## config.mk

```make
export PLATFORM = sky130hd
export DESIGN_NAME = floppy_uart_rx
export DESIGN_NICKNAME = d
export VERILOG_FILES = /design/src/rtl/floppy_uart_rx.sv
export SDC_FILE = /design/constraint.sdc
export NUM_CORES = 1
export LEC_CHECK = 0
export BUFFER_PORTS_ARGS = -buffer_cell sky130_fd_sc_hd__buf_2
export CAP_MARGIN = 10
export CORE_MARGIN = 2
export CORE_UTILIZATION = 28
export DETAILED_ROUTE_END_ITERATION = 7
export SYNTH_ARGS = -nofsm -noshare
export SYNTH_HDL_FRONTEND = slang
export SYNTH_SLANG_ARGS = --single-unit
```

## constraint.sdc

```tcl
create_clock -name clk -period 4.8 [get_ports clk]
set_clock_uncertainty 0.05 [all_clocks]
set_input_delay 0.96 -clock clk [delete_from_list [all_inputs] [get_ports clk]]
set_output_delay 0.96 -clock clk [all_outputs]
set_load 0.1 [all_outputs]
```

## src/rtl/floppy_uart_rx.sv

```systemverilog
// ---------------------------------------------------------------------------
// floppy_uart_rx
//   UART receiver (8N1, LSB first) for the floppy controller's debug console.
//   Serial bytes are deserialised into a show-ahead FIFO that a debug overlay
//   or a bench checker drains through a pop handshake.
//
// Parameters
//   CLKS_PER_BIT  clk cycles per bit (minimum 8)
//   FIFO_AW       log2 of the FIFO depth
//
// Ports
//   clk        in   system clock
//   reset_n    in   synchronous reset, active low
//   rxd        in   serial input, idle high, asynchronous to clk
//   rd         in   pop the FIFO head; ignored when empty
//   data       out  FIFO head, valid while empty==0 (0 when empty)
//   empty      out  FIFO holds no bytes
//   count      out  number of bytes held (saturates at 2^FIFO_AW)
//   frame_err  out  one-cycle pulse when a stop bit is sampled 0
//   overrun    out  sticky: a byte was dropped because the FIFO was full
//   clr_err    in   clears overrun (a coincident new overrun wins)
//   state_dbg  out  current receiver state (IDLE=0 START=1 DATA=2 STOP=3 WAITHI=4)
//
// Handshake: the pop side is a valid/ready pair in disguise -- !empty is
// "valid" for data, rd is "ready"; a byte transfers on every clk edge where
// rd && !empty, and rd with empty==1 has no effect.
// ---------------------------------------------------------------------------
module floppy_uart_rx #(
  parameter int CLKS_PER_BIT = 434,
  parameter int FIFO_AW      = 4
) (
  input  logic               clk,
  input  logic               reset_n,
  input  logic               rxd,
  input  logic               rd,
  output logic [7:0]         data,
  output logic               empty,
  output logic [FIFO_AW:0]   count,
  output logic               frame_err,
  output logic               overrun,
  input  logic               clr_err,
  output logic [2:0]         state_dbg
);

  localparam int DEPTH = 1 << FIFO_AW;
  localparam int CW    = (CLKS_PER_BIT > 2) ? $clog2(CLKS_PER_BIT) : 2;
  localparam logic [CW-1:0]      HALF_LD  = CW'(CLKS_PER_BIT / 2);
  localparam logic [CW-1:0]      BIT_LD   = CW'(CLKS_PER_BIT - 1);
  localparam logic [FIFO_AW:0]   FULL_CNT = (FIFO_AW + 1)'(DEPTH);

  typedef enum logic [2:0] {
    S_IDLE   = 3'd0,
    S_START  = 3'd1,
    S_DATA   = 3'd2,
    S_STOP   = 3'd3,
    S_WAITHI = 3'd4
  } state_t;

  state_t state, state_nx;

  // -------------------------------------------------------------------------
  // Input synchroniser plus two history taps for the majority vote.
  // All preset to 1 so reset never fabricates a start edge.
  // -------------------------------------------------------------------------
  logic rx_meta, rxs, rxs_d1, rxs_d2;

  always_ff @(posedge clk) begin
    if (!reset_n) begin
      rx_meta <= 1'b1;
      rxs     <= 1'b1;
      rxs_d1  <= 1'b1;
      rxs_d2  <= 1'b1;
    end else begin
      rx_meta <= rxd;
      rxs     <= rx_meta;
      rxs_d1  <= rxs;
      rxs_d2  <= rxs_d1;
    end
  end

  // Majority of the three most recent rxs values (c-1, c, c+1).
  logic maj;
  assign maj = (rxs_d2 & rxs_d1) | (rxs_d2 & rxs) | (rxs_d1 & rxs);

  // -------------------------------------------------------------------------
  // Bit timing: a down-counter that is reloaded at every sample point, so
  // consecutive sample points are exactly CLKS_PER_BIT cycles apart.
  // -------------------------------------------------------------------------
  logic [CW-1:0] bit_cnt;
  logic          tick;
  logic          cnt_load;
  logic [CW-1:0] cnt_ld_val;
  logic [2:0]    bit_idx;
  logic [7:0]    shreg;
  logic          shift_en;
  logic          push;
  logic          fe_set;

  assign tick = (bit_cnt == '0);

  always_comb begin
    state_nx   = state;
    cnt_load   = 1'b0;
    cnt_ld_val = BIT_LD;
    shift_en   = 1'b0;
    push       = 1'b0;
    fe_set     = 1'b0;
    case (state)
      S_IDLE: begin
        if (rxs_d1 && !rxs) begin
          state_nx   = S_START;
          cnt_load   = 1'b1;
          cnt_ld_val = HALF_LD;
        end
      end
      S_START: begin
        if (tick) begin
          if (maj) begin
            state_nx = S_IDLE;          // false start
          end else begin
            state_nx = S_DATA;
            cnt_load = 1'b1;
          end
        end
      end
      S_DATA: begin
        if (tick) begin
          shift_en = 1'b1;
          cnt_load = 1'b1;
          if (bit_idx == 3'd7) state_nx = S_STOP;
        end
      end
      S_STOP: begin
        if (tick) begin
          if (maj) begin
            push     = 1'b1;
            state_nx = S_IDLE;
          end else begin
            fe_set   = 1'b1;
            state_nx = S_WAITHI;
          end
        end
      end
      S_WAITHI: begin
        if (rxs) state_nx = S_IDLE;     // hold through breaks
      end
      default: state_nx = S_IDLE;
    endcase
  end

  always_ff @(posedge clk) begin
    if (!reset_n) begin
      state     <= S_IDLE;
      bit_cnt   <= '0;
      bit_idx   <= 3'd0;
      shreg     <= 8'd0;
      frame_err <= 1'b0;
    end else begin
      state     <= state_nx;
      frame_err <= fe_set;
      if (cnt_load)       bit_cnt <= cnt_ld_val;
      else if (!tick)     bit_cnt <= bit_cnt - CW'(1);
      if (state != S_DATA) bit_idx <= 3'd0;
      else if (shift_en)   bit_idx <= bit_idx + 3'd1;
      if (shift_en) shreg <= {maj, shreg[7:1]};   // LSB arrives first
    end
  end

  assign state_dbg = state;

  // -------------------------------------------------------------------------
  // Show-ahead FIFO. A pop on a full FIFO frees the slot the same-cycle push
  // uses, so push+pop while full is lossless.
  // -------------------------------------------------------------------------
  logic [7:0]         mem [DEPTH];
  logic [FIFO_AW-1:0] wptr, rptr;
  logic               full, do_pop, do_push, ovr_set;

  assign empty   = (count == '0);
  assign full    = (count == FULL_CNT);
  assign do_pop  = rd && !empty;
  assign do_push = push && (!full || do_pop);
  assign ovr_set = push && full && !do_pop;
  assign data    = empty ? 8'd0 : mem[rptr];

  always_ff @(posedge clk) begin
    if (do_push) mem[wptr] <= shreg;
  end

  always_ff @(posedge clk) begin
    if (!reset_n) begin
      wptr    <= '0;
      rptr    <= '0;
      count   <= '0;
      overrun <= 1'b0;
    end else begin
      if (do_push) wptr <= wptr + FIFO_AW'(1);
      if (do_pop)  rptr <= rptr + FIFO_AW'(1);
      case ({do_push, do_pop})
        2'b10:   count <= count + (FIFO_AW + 1)'(1);
        2'b01:   count <= count - (FIFO_AW + 1)'(1);
        default: count <= count;
      endcase
      if (ovr_set)      overrun <= 1'b1;
      else if (clr_err) overrun <= 1'b0;
    end
  end

endmodule

```

# ---- Yosys cells after proc, flatten, opt, wreduce, memory -nomap -nowiden
# Memory sizes are Yosys's and may differ from the RTL's. A register that Yosys moved wholly into a read port is not among the register bits.
# Index checks and enable logic that the tools add are counted.
dict set report word_totals {
  ram_bits 128
  memories 1
  latchBits 0
  mem_bits_ro 0
  regBits 42
}
dict set report classes {
  n_shift 0
  muxes 30
  n_mul 0
  n_lt_le_gt_ge 0
  bitwise_logic 6
  n_div 0
  reduce_logical 18
  add_sub_neg 6
  eq_ne 16
}
# memory words word_bits read_ports rd_clocked_by_memory_dff write_ports line
set memory_table {}
lappend memory_table {mem 16 8 1 1 1 175} ;# logic [7:0] mem [DEPTH];
# cell n
set ops {}
lappend ops {{$mux W9} 4}
lappend ops {{$mux W3} 7}
lappend ops {{$pmux W3 S5} 1}
lappend ops {{$mux W1} 12}
lappend ops {{$ne A2 B2 Y1 const B} 6}
lappend ops {{$pmux W5 S2} 1}
lappend ops {{$logic_not A9 Y1} 1}
lappend ops {{$sub A9 B1 Y9 const B} 1}
lappend ops {{$add A4 B1 Y4 const B} 2}
lappend ops {{$mux W4} 2}
lappend ops {{$mux W8} 1}
lappend ops {{$eq A3 B2 Y1 const B} 2}
lappend ops {{$eq A3 B3 Y1 const B} 2}
lappend ops {{$reduce_and A6 Y1} 1}
lappend ops {{$add A5 B1 Y5 const B} 1}
lappend ops {{$eq A5 B5 Y1 const B} 1}
lappend ops {{$logic_and A1 B1 Y1} 5}
lappend ops {{$logic_not A5 Y1} 1}
lappend ops {{$sub A5 B1 Y5 const B} 1}
lappend ops {{$logic_not A1 Y1} 4}
lappend ops {{$reduce_bool A2 Y1} 2}
lappend ops {{$add A3 B1 Y3 const B} 1}
lappend ops {{$and A1 B1 Y1} 3}
lappend ops {{$eq A3 B1 Y1 const B} 1}
lappend ops {{12 further kinds} 13}

# ---- Longest topological paths before layout
# Gate-level depths: netlist of the first run.
dict set report logic_depth {
  depth_word 9
  mapped_depth 12
  mapped_depth_nobuf 12
}

# ---- Least setup slack after synthesis of the first run
# No wires, ideal clock.
dict set report synth_path {
  path_kind {reg2out}
  start {register count[1]}
  end {output port data[0]}
  path_stages_with_launch 4
  path_buffers 0
  slack_ns -0.116
  t_arrival_ns 3.906
  required_time_ns 3.790
  path_cell_list {dfxtp_1 > or4_1 > nor2_1 > nor2b_1}
}
dict set report synth_via {
  elab_chain_len 2
}
# element line
set synth_lines {}
lappend synth_lines {{from (decl)} 38} ;# output logic [FIFO_AW:0] count,
lappend synth_lines {{from (signal assigned)} 200} ;# 2'b10: count <= count + (FIFO_AW + 1)'(1);
lappend synth_lines {{from (signal assigned)} 201} ;# 2'b01: count <= count - (FIFO_AW + 1)'(1);
lappend synth_lines {{from (signal assigned)} 202} ;# default: count <= count;
lappend synth_lines {{$logic_not A5 Y1} 179} ;# assign empty = (count == '0);
lappend synth_lines {{via empty} 37} ;# output logic empty,
lappend synth_lines {{$mux W8} 184} ;# assign data = empty ? 8'd0 : mem[rptr];
lappend synth_lines {{to (decl)} 36} ;# output logic [7:0] data,
# The timed path passes the listed nets, and every way through them passes these cells.

==> impl_metrics.ini, run 1 <==
[floorplan]
initial_core_util_pct = 28.43
die_h_um = 163.4
core_area_um2 = 25040
ioPinCount = 24
num_rows = 58
die_area_um2 = 26710
die_w_um = 163.4

[finish]
n_antenna_cell = 0
layout_common_cells = 128 x edfxtp_1, 45 x dfxtp_1, 40 x mux4_2, 34 x nor2_1, 23 x buf_2
design_area_um2 = 8202
multi_input_area_um2 = 2198
final_nets = 493
final_common_cell = edfxtp_1
drive_gt1_share_pct = 23.57
fillers = 2436
regArea_um2 = 4766
area_delta_synth_final_pct = 15.24

[drt]
drc = 0
wl_per_cell_um = 17.62
detail_route.vias_per_cell = 4.742
drtIter0Drc = 415
firstDrtPassIters = 5
vias = 3879
drt-total-wl_um = 14410
drt.antenna.violating_nets = 0

[timing]
min_period_over_period_pct = 80.26
slew_headroom_pct = 18.92
worst_pin_slew_ps = 1212
min_period_ps = 3852
setup_violations = 0
report.final.slew_viol_count = 0
timing.setup.tns_ps = 0
hold_violations = 0
clock.fmax_ghz = 0.2596
grt_setup_unrepaired = no

[cts]
cts.clk_slew.worst_paths_ps = 70
cts_max_path_buffers = 2
clock_sinks = 174
cts_setup_buffers = 0
cts_buffers = 17
htree_levels = 4
cts_root_buf = clkbuf_16
clk_latency_ps = 420
cts_tree = yes
ctsResizeCount = 0
hold_buffers = 0

[logic_synthesis]
synth_xor_area_share_pct = 1.600
ys_seq_area_share_pct = 66.95
yosysWarnings = 0
syn_nets = 461
synth_compound_area_share_pct = 2.795
synthAdderAreaFrac_pct = 2.549
netlist_instances = 443
synth_mux_area_share_pct = 14.82
synth-async-reset-ratio_pct = 0
synthDistinctLibCells = 48
synth_top_family_by_area = multiplexers
synthSimpleGateAreaFrac_pct = 9.019
syn_area_per_cell_um2 = 16.07
synth_seq_cells = 174
synth-edff-count = 128
synth_area_um2 = 7117
synthFlopType = edfxtp_1

[critical_path]
reg2reg_to = mem[15][4]$_DFFE_PP_
crit_end = data[4]
cp_cell_sequence = buf_4, mux4_2, mux4_2, nor2b_1, buf_2
cp_num_buf_inv = 2
critPathMaxStageDelay_ps = 580
startpoint_type = register
crit_cells = 5
crit_arrival_ps = 2840
r2r_cells = 7
endpoint_kind = output port
reg2reg_from = bit_cnt[0]$_SDFFE_PN0P_
critical_path_required_ps = 3790
regToRegSetupSlack_ps = 1580
critPathTopFamily = multiplexers
slowest_stage = mux4_2
crit_top_cell = mux4_2
path_class = register to output port
worstPathMaxFanout = 32

[global_route]
grt_pass1_wl_um = 22440
grt_overflow_total = 0
antenna_found_initial = 0
grt_max_degree = 33
grt_pass1_vias = 3901
grt_usage_pct = 11.40

[power]
p_int_uw = 2755
p_switching_uw = 1588
ir_drop_v = 0.0005271
p_leak_uw = 0.002775
power_density_nw_per_um2 = 529.6
swShare_pct = 36.57
p_comb_share_pct = 29.7
power_frac_seq_pct = 39.3
clockPowerShare_pct = 31.1

[placement]
io_buffers = 23
gp_congestion = 0.8004
dpl-instance-area_um2 = 7605
dp_hpwl_um = 9389

[run]
max_cap_violations = 0

[min_path]
hold_path_class = register to register
hold_path_startpoint = rx_meta$_SDFF_PN1_

[run_status]
status = finished, final reports clean
[per-stage QoR]
stage          hold WS (ps)  std cells  total power, uW  utilization, %  setup WS (ps)
2_1_floorplan         336.3        443             2849               -          683.1
3_3_place_gp          341.8        783             3011           30.32           1253
3_5_place_dp          351.6        784             3042           30.37           1342
4_1_cts               377.1        816             4385           32.72          876.4
5_1_grt               395.0        818             4544           32.76          758.6
6_report              367.5        818             4343           32.76          947.6
[per-layer routing]
layer	routed length (um)	global-route usage, %
met5	0	0
met4	204	3.097
met3	1036	3.707
met2	6782	17.74
met1	6391	15.33
[cells in the mapped netlist (2+ instances only)]
cell type / instances / area share [%]
and2_1: 6 / 0.53
mux4_2: 40 / 13
o31ai_1: 4 / 0.42
buf_2: 3 / 0.21
nor2_1: 35 / 1.8
buf_1: 3 / 0.16
nand2_1: 18 / 0.95
nor4_1: 6 / 0.53
o21ai_1: 2 / 0.14
mux2i_1: 14 / 2.0
nor3_1: 7 / 0.49
nor2b_1: 9 / 0.79
dfxtp_1: 46 / 13
a21oi_1: 15 / 1.1
nand4_1: 3 / 0.26
nor3b_1: 2 / 0.21
o21a_1: 4 / 0.42
ha_1: 12 / 2.1
and3_1: 4 / 0.35
buf_6: 3 / 0.47
edfxtp_1: 128 / 54
inv_2: 2 / 0.11
nand2b_1: 9 / 0.79
nand3_2: 2 / 0.28
xnor2_1: 7 / 0.86
and3b_1: 2 / 0.25
xor2_1: 6 / 0.74
nand3_1: 9 / 0.63
or4_1: 2 / 0.21
clkbuf_1: 9 / 0.47
inv_1: 14 / 0.74
[state kept, by name (all words and copies together) (netlist names), named ones only]
| register | count |
|---|---|
| frame_err | 1 |
| mem | 128 |
| rxs_d1 | 1 |
| state_dbg | 3 |
| rxs_d2 | 1 |
| rptr | 4 |
| rxs | 1 |
| bit_idx | 3 |
| shreg | 8 |
| rx_meta | 1 |
| count | 5 |
| wptr | 4 |
| overrun | 1 |
| bit_cnt | 9 |
[kinds of logic after synthesis]
group	count (synthesis)
compound gates	32
mux	55
fa+ha+maj	14
flops	174
simple gates	120
buf+inv	35
xor+xnor	13
[layout make-up]
cell class	instances	area share, %
Clock buffer	18	5.233
Clock inverter	14	1.922
Inverter	16	0.7323
Multi-Input combinational cell	234	26.80
Sequential cell	174	58.11
Tap cell	330	5.034
Timing Repair Buffer	32	2.166
[worst min path at each step]
| stage | cells after the start | end | slack (ps) |
|---|---|---|---|
| 6_report | 1 | rxs$_SDFF_PN1_ | 370 |
| 5_1_grt | 1 | rxs$_SDFF_PN1_ | 390 |
| 4_1_cts | 1 | rxs$_SDFF_PN1_ | 380 |
| 3_5_place_dp | 1 | rxs$_SDFF_PN1_ | 350 |
| 3_3_place_gp | 1 | rxs$_SDFF_PN1_ | 340 |
| 2_1_floorplan | 1 | rxs$_SDFF_PN1_ | 340 |
[power groups by stage]
| stage | Combinational [uW] | Sequential, uW | Clock, uW |
|---|---|---|---|
| floorplan | 1040 | 1810 | 0 |
| finish | 1290 | 1710 | 1350 |
| global route | 1380 | 1720 | 1440 |
| CTS | 1300 | 1710 | 1380 |
| global placement | 1280 | 1730 | 0 |
| detailed placement | 1300 | 1740 | 0 |
Note: power is estimated with default switching activity, not from simulation.
==> inputs of run 2 (changes only) <==
- clock period: 4.8 -> 3.4 ns (I/O delays scaled with it)
==> run 2 against run 1 <==
Compared with the run above: sequential power increased by 42%; clock power increased by 44%; combinational power increased by 45%; critical endpoint is now data[3]; largest power group unchanged.
==> impl_metrics.ini, run 2 (synthesized netlist as in run 1, its figures left out) <==
[run_status]
status = finished, final reports clean

[drt]
firstDrtPassIters = 5
drtIter0Drc = 366
wl_per_cell_um = 18.16
detail_route.vias_per_cell = 4.771
drt.antenna.violating_nets = 0
drc = 0
vias = 3941
drt-total-wl_um = 15000

[floorplan]
core_area_um2 = 25040
die_area_um2 = 26710
die_h_um = 163.4
ioPinCount = 24
die_w_um = 163.4
initial_core_util_pct = 28.43
num_rows = 58

[timing]
slew_headroom_pct = 53.15
worst_pin_slew_ps = 702.7
report.final.slew_viol_count = 0
min_period_ps = 3254
clock.fmax_ghz = 0.3073
hold_violations = 0
setup_violations = 0
min_period_over_period_pct = 95.71
grt_setup_unrepaired = no

[critical_path]
critical_path_required_ps = 2670
path_class = register to output port
endpoint_kind = output port
crit_arrival_ps = 2520
startpoint_type = register
worstPathMaxFanout = 16

[finish]
design_area_um2 = 8303
final_nets = 501
regMostFlops = mem
fin_cells = 826
drive_gt1_share_pct = 24.80
final_common_cell = edfxtp_1
area_delta_synth_final_pct = 16.67
n_antenna_cell = 0
fillers = 2384
layout_common_cells = 128 x edfxtp_1, 45 x dfxtp_1, 40 x mux4_2, 34 x nor2_1, 23 x buf_2
top_regs = mem x128, bit_cnt x9, shreg x8
largest_reg_flops = 128

[power]
ir_drop_v = 0.001018
power_density_nw_per_um2 = 751.2
p_leak_uw = 0.002826

[cts]
cts_tree = yes
cts.clk_slew.worst_paths_ps = 70
htree_levels = 4
cts_max_path_buffers = 2
cts_buffers = 17
clk_latency_ps = 430
cts_root_buf = clkbuf_16
cts_setup_buffers = 0
ctsResizeCount = 0
hold_buffers = 0
clock_sinks = 174

[placement]
io_buffers = 23
dpl-instance-area_um2 = 7685
gp_congestion = 0.7952
numPlacedInstances = 793
dp_hpwl_um = 9285

[global_route]
grt_max_degree = 33
grt_overflow_total = 0
antenna_found_initial = 0
grt_pass1_wl_um = 23150
grt_pass1_vias = 3980
grt_usage_pct = 11.73

[min_path]
hold_path_class = register to register

[run]
max_cap_violations = 0
-- run 2: cell type report --
| class | instances | area, um^2 | share of cell area, % |
|---|---|---|---|
| Sequential cell | 174 | 4766 | 57.40 |
| Timing Repair Buffer | 40 | 272.8 | 3.285 |
| Inverter | 16 | 60.06 | 0.7233 |
| Tap cell | 330 | 412.9 | 4.973 |
| Multi-Input combinational cell | 234 | 2198 | 26.48 |
| Clock inverter | 15 | 167.7 | 2.019 |
| Clock buffer | 17 | 425.4 | 5.124 |
-- run 2: metrics by stage --
stage | util, % | total power [uW] | worst slack, ps | setup TNS [ps] | hold WS, ps
detailed placement | 30.69 | 4309 | 538.5 | 0 | 341.6
CTS | 33.06 | 6255 | 82.44 | 0 | 357.8
floorplan | - | 4033 | -264.3 | -2114 | 336.3
finish | 33.16 | 6237 | 145.7 | 0 | 356.6
global placement | 30.69 | 4278 | 550.6 | 0 | 339.1
global route | 33.16 | 6502 | 41.20 | 0 | 388.2
-- run 2: critical path: stages, from the launching register on --
cell     delay, ps
dfxtp_2        410
buf_12         200
mux4_2         520
mux4_2         510
nor2b_1        150
buf_2          300
-- run 2: report_power, final --
group	internal [uW]	switching (uW)	leakage [uW]
Combinational	624	1240	0.000977
Clock	1050	902	0.000290
Sequential	2320	96.1	0.00156
-- run 2: worst paths after layout --
kind	startpoint	end	slack [ps]	cells after the start
worst max-delay path	register	data[3]	150	5
worst min-delay path	rx_meta$_SDFF_PN1_	rxs$_SDFF_PN1_	360	1
worst max register to register	bit_cnt[0]$_SDFFE_PN0P_	mem[10][3]$_DFFE_PP_	520	7
worst min register to register	rx_meta$_SDFF_PN1_	rxs$_SDFF_PN1_	360	1
-- run 2: layer usage --
metal	track usage, %	share of wire [%]
met5	0	0
met4	3.218	0.74
met3	3.149	5.8
met2	18.11	47
met1	16.31	46
==> inputs of run 3 (changes only) <==
- CORE_UTILIZATION: 28 -> 40
==> run 3 against run 2 <==
Compared with the run above: sequential share of layout area up 0.40 points; sequential cell count unchanged; global-route usage up 4.2 points; combinational power about the same; setup slack worse by 21 ps; sequential power about the same; critical path type unchanged; largest power group unchanged.
==> impl_metrics.ini, run 3 (synthesized netlist as in run 1, its figures left out) <==
[drt]
drt-total-wl_um = 13620
drt.antenna.violating_nets = 0
vias = 3748
firstDrtPassIters = 4
detail_route.vias_per_cell = 5.206
wl_per_cell_um = 18.91
drc = 0
drtIter0Drc = 263

[cts]
cts_buffers = 17
htree_levels = 4
hold_buffers = 0
cts_tree = yes
clk_latency_ps = 430
cts.clk_slew.worst_paths_ps = 60
clock_sinks = 174
cts_root_buf = clkbuf_16
cts_max_path_buffers = 2
cts_setup_buffers = 0

[min_path]
holdPathStages = 1
hold_path_class = register to register

[placement]
dp_hpwl_um = 8940
io_buffers = 23
dpl-instance-area_um2 = 7591
gp_congestion = 0.7643

[finish]
top_regs = mem x128, bit_cnt x9, shreg x8
final_common_cell = edfxtp_1
area_delta_synth_final_pct = 15.91
fillers = 1459
final_nets = 500
n_antenna_cell = 0
design_area_um2 = 8249
largest_reg_flops = 128
drive_gt1_share_pct = 25.25
regMostFlops = mem
layout_common_cells = 128 x edfxtp_1, 45 x dfxtp_1, 40 x mux4_2, 34 x nor2_1, 23 x buf_2

[floorplan]
die_h_um = 137.4
ioPinCount = 24
die_area_um2 = 18870
initial_core_util_pct = 41.00
core_area_um2 = 17360
num_rows = 48
die_w_um = 137.4

[critical_path]
crit_top_cell = mux4_2
path_class = register to output port
r2r_cells = 12
critPathMaxStageDelay_ps = 550
cp_cell_sequence = buf_12, mux4_2, mux4_2, nor2b_1, buf_2
worstPathMaxFanout = 11
crit_arrival_ps = 2550
startpoint_type = register
endpoint_kind = output port
slowest_stage = mux4_2
critical_path_required_ps = 2670

[timing]
grt_setup_unrepaired = no
report.final.slew_viol_count = 0
worst_pin_slew_ps = 635.3
slew_headroom_pct = 57.59
min_period_over_period_pct = 96.34
min_period_ps = 3275
setup_violations = 0
hold_slack_ps = 373.5
hold_violations = 0
clock.fmax_ghz = 0.3053

[power]
ir_drop_v = 0.0007865
p_leak_uw = 0.002854
power_density_nw_per_um2 = 779.7

[global_route]
grt_usage_pct = 15.90
grt_overflow_total = 0
grt_pass1_wl_um = 21580
antenna_found_initial = 0
grt_pass1_vias = 3823
grt_max_degree = 33

[run_status]
status = finished, final reports clean

[run]
max_cap_violations = 0
## run 3: worst paths after layout
path,startpoint,to,slack (ps)
min reg2reg,rx_meta$_SDFF_PN1_,rxs$_SDFF_PN1_,370
max,register,data[4],120
max reg2reg,bit_cnt[0]$_SDFFE_PN0P_,count[4]$_SDFFE_PN0P_,630
min,rx_meta$_SDFF_PN1_,rxs$_SDFF_PN1_,370
## run 3: final cells by class
class / count / area, um^2 / share of cell area (%)
Clock buffer: 17 / 425.4 / 5.157
Clock inverter: 15 / 230.2 / 2.791
Inverter: 16 / 60.06 / 0.7280
Multi-Input combinational cell: 234 / 2223 / 26.95
Sequential cell: 174 / 4768 / 57.80
Tap cell: 225 / 281.5 / 3.413
Timing Repair Buffer: 39 / 260.3 / 3.155
## run 3: stage by stage
| step | util, % | setup TNS [ps] | power, uW | setup WS [ps] | cells |
|---|---|---|---|---|---|
| 4_1_cts | 47.51 | 0 | 6487 | 13.77 | 720 |
| 2_1_floorplan | - | -2114 | 4033 | -264.3 | 443 |
| 5_1_grt | 47.53 | 0 | 6701 | 28.16 | 720 |
| 6_report | 47.53 | 0 | 6432 | 124.6 | 720 |
| 3_5_place_dp | 43.74 | 0 | 4348 | 467.1 | 688 |
| 3_3_place_gp | 43.74 | 0 | 4319 | 499.4 | 688 |
## run 3: timing repair
action | 4_1_cts | 5_1_grt
gates resized for setup | 0 | 1
hold endpoints to repair | 0 | 0
endpoints found under the setup margin | 0 | 8
## run 3: layer usage
metal / vias up / track usage (%) / routed length [um]
met5: - / 0 / 0
li1: 1778 / - / -
met3: 14 / 4.562 / 673
met2: 64 / 25.84 / 6686
met4: 0 / 5.613 / 140
met1: 1892 / 20.44 / 6117
## run 3: power breakdown
part	internal, uW	switching [uW]	leakage, uW
logic	623	1230	0.000971
registers	2330	107	0.00156
clock network	1320	828	0.000323
## run 3: critical path, delay by kind of cell (launching register included)
kind / cells / cell delay [ps]
and+or+nand+nor: 1 / 140
muxes: 2 / 1030
DFF: 1 / 440
buffers and inverters: 2 / 480
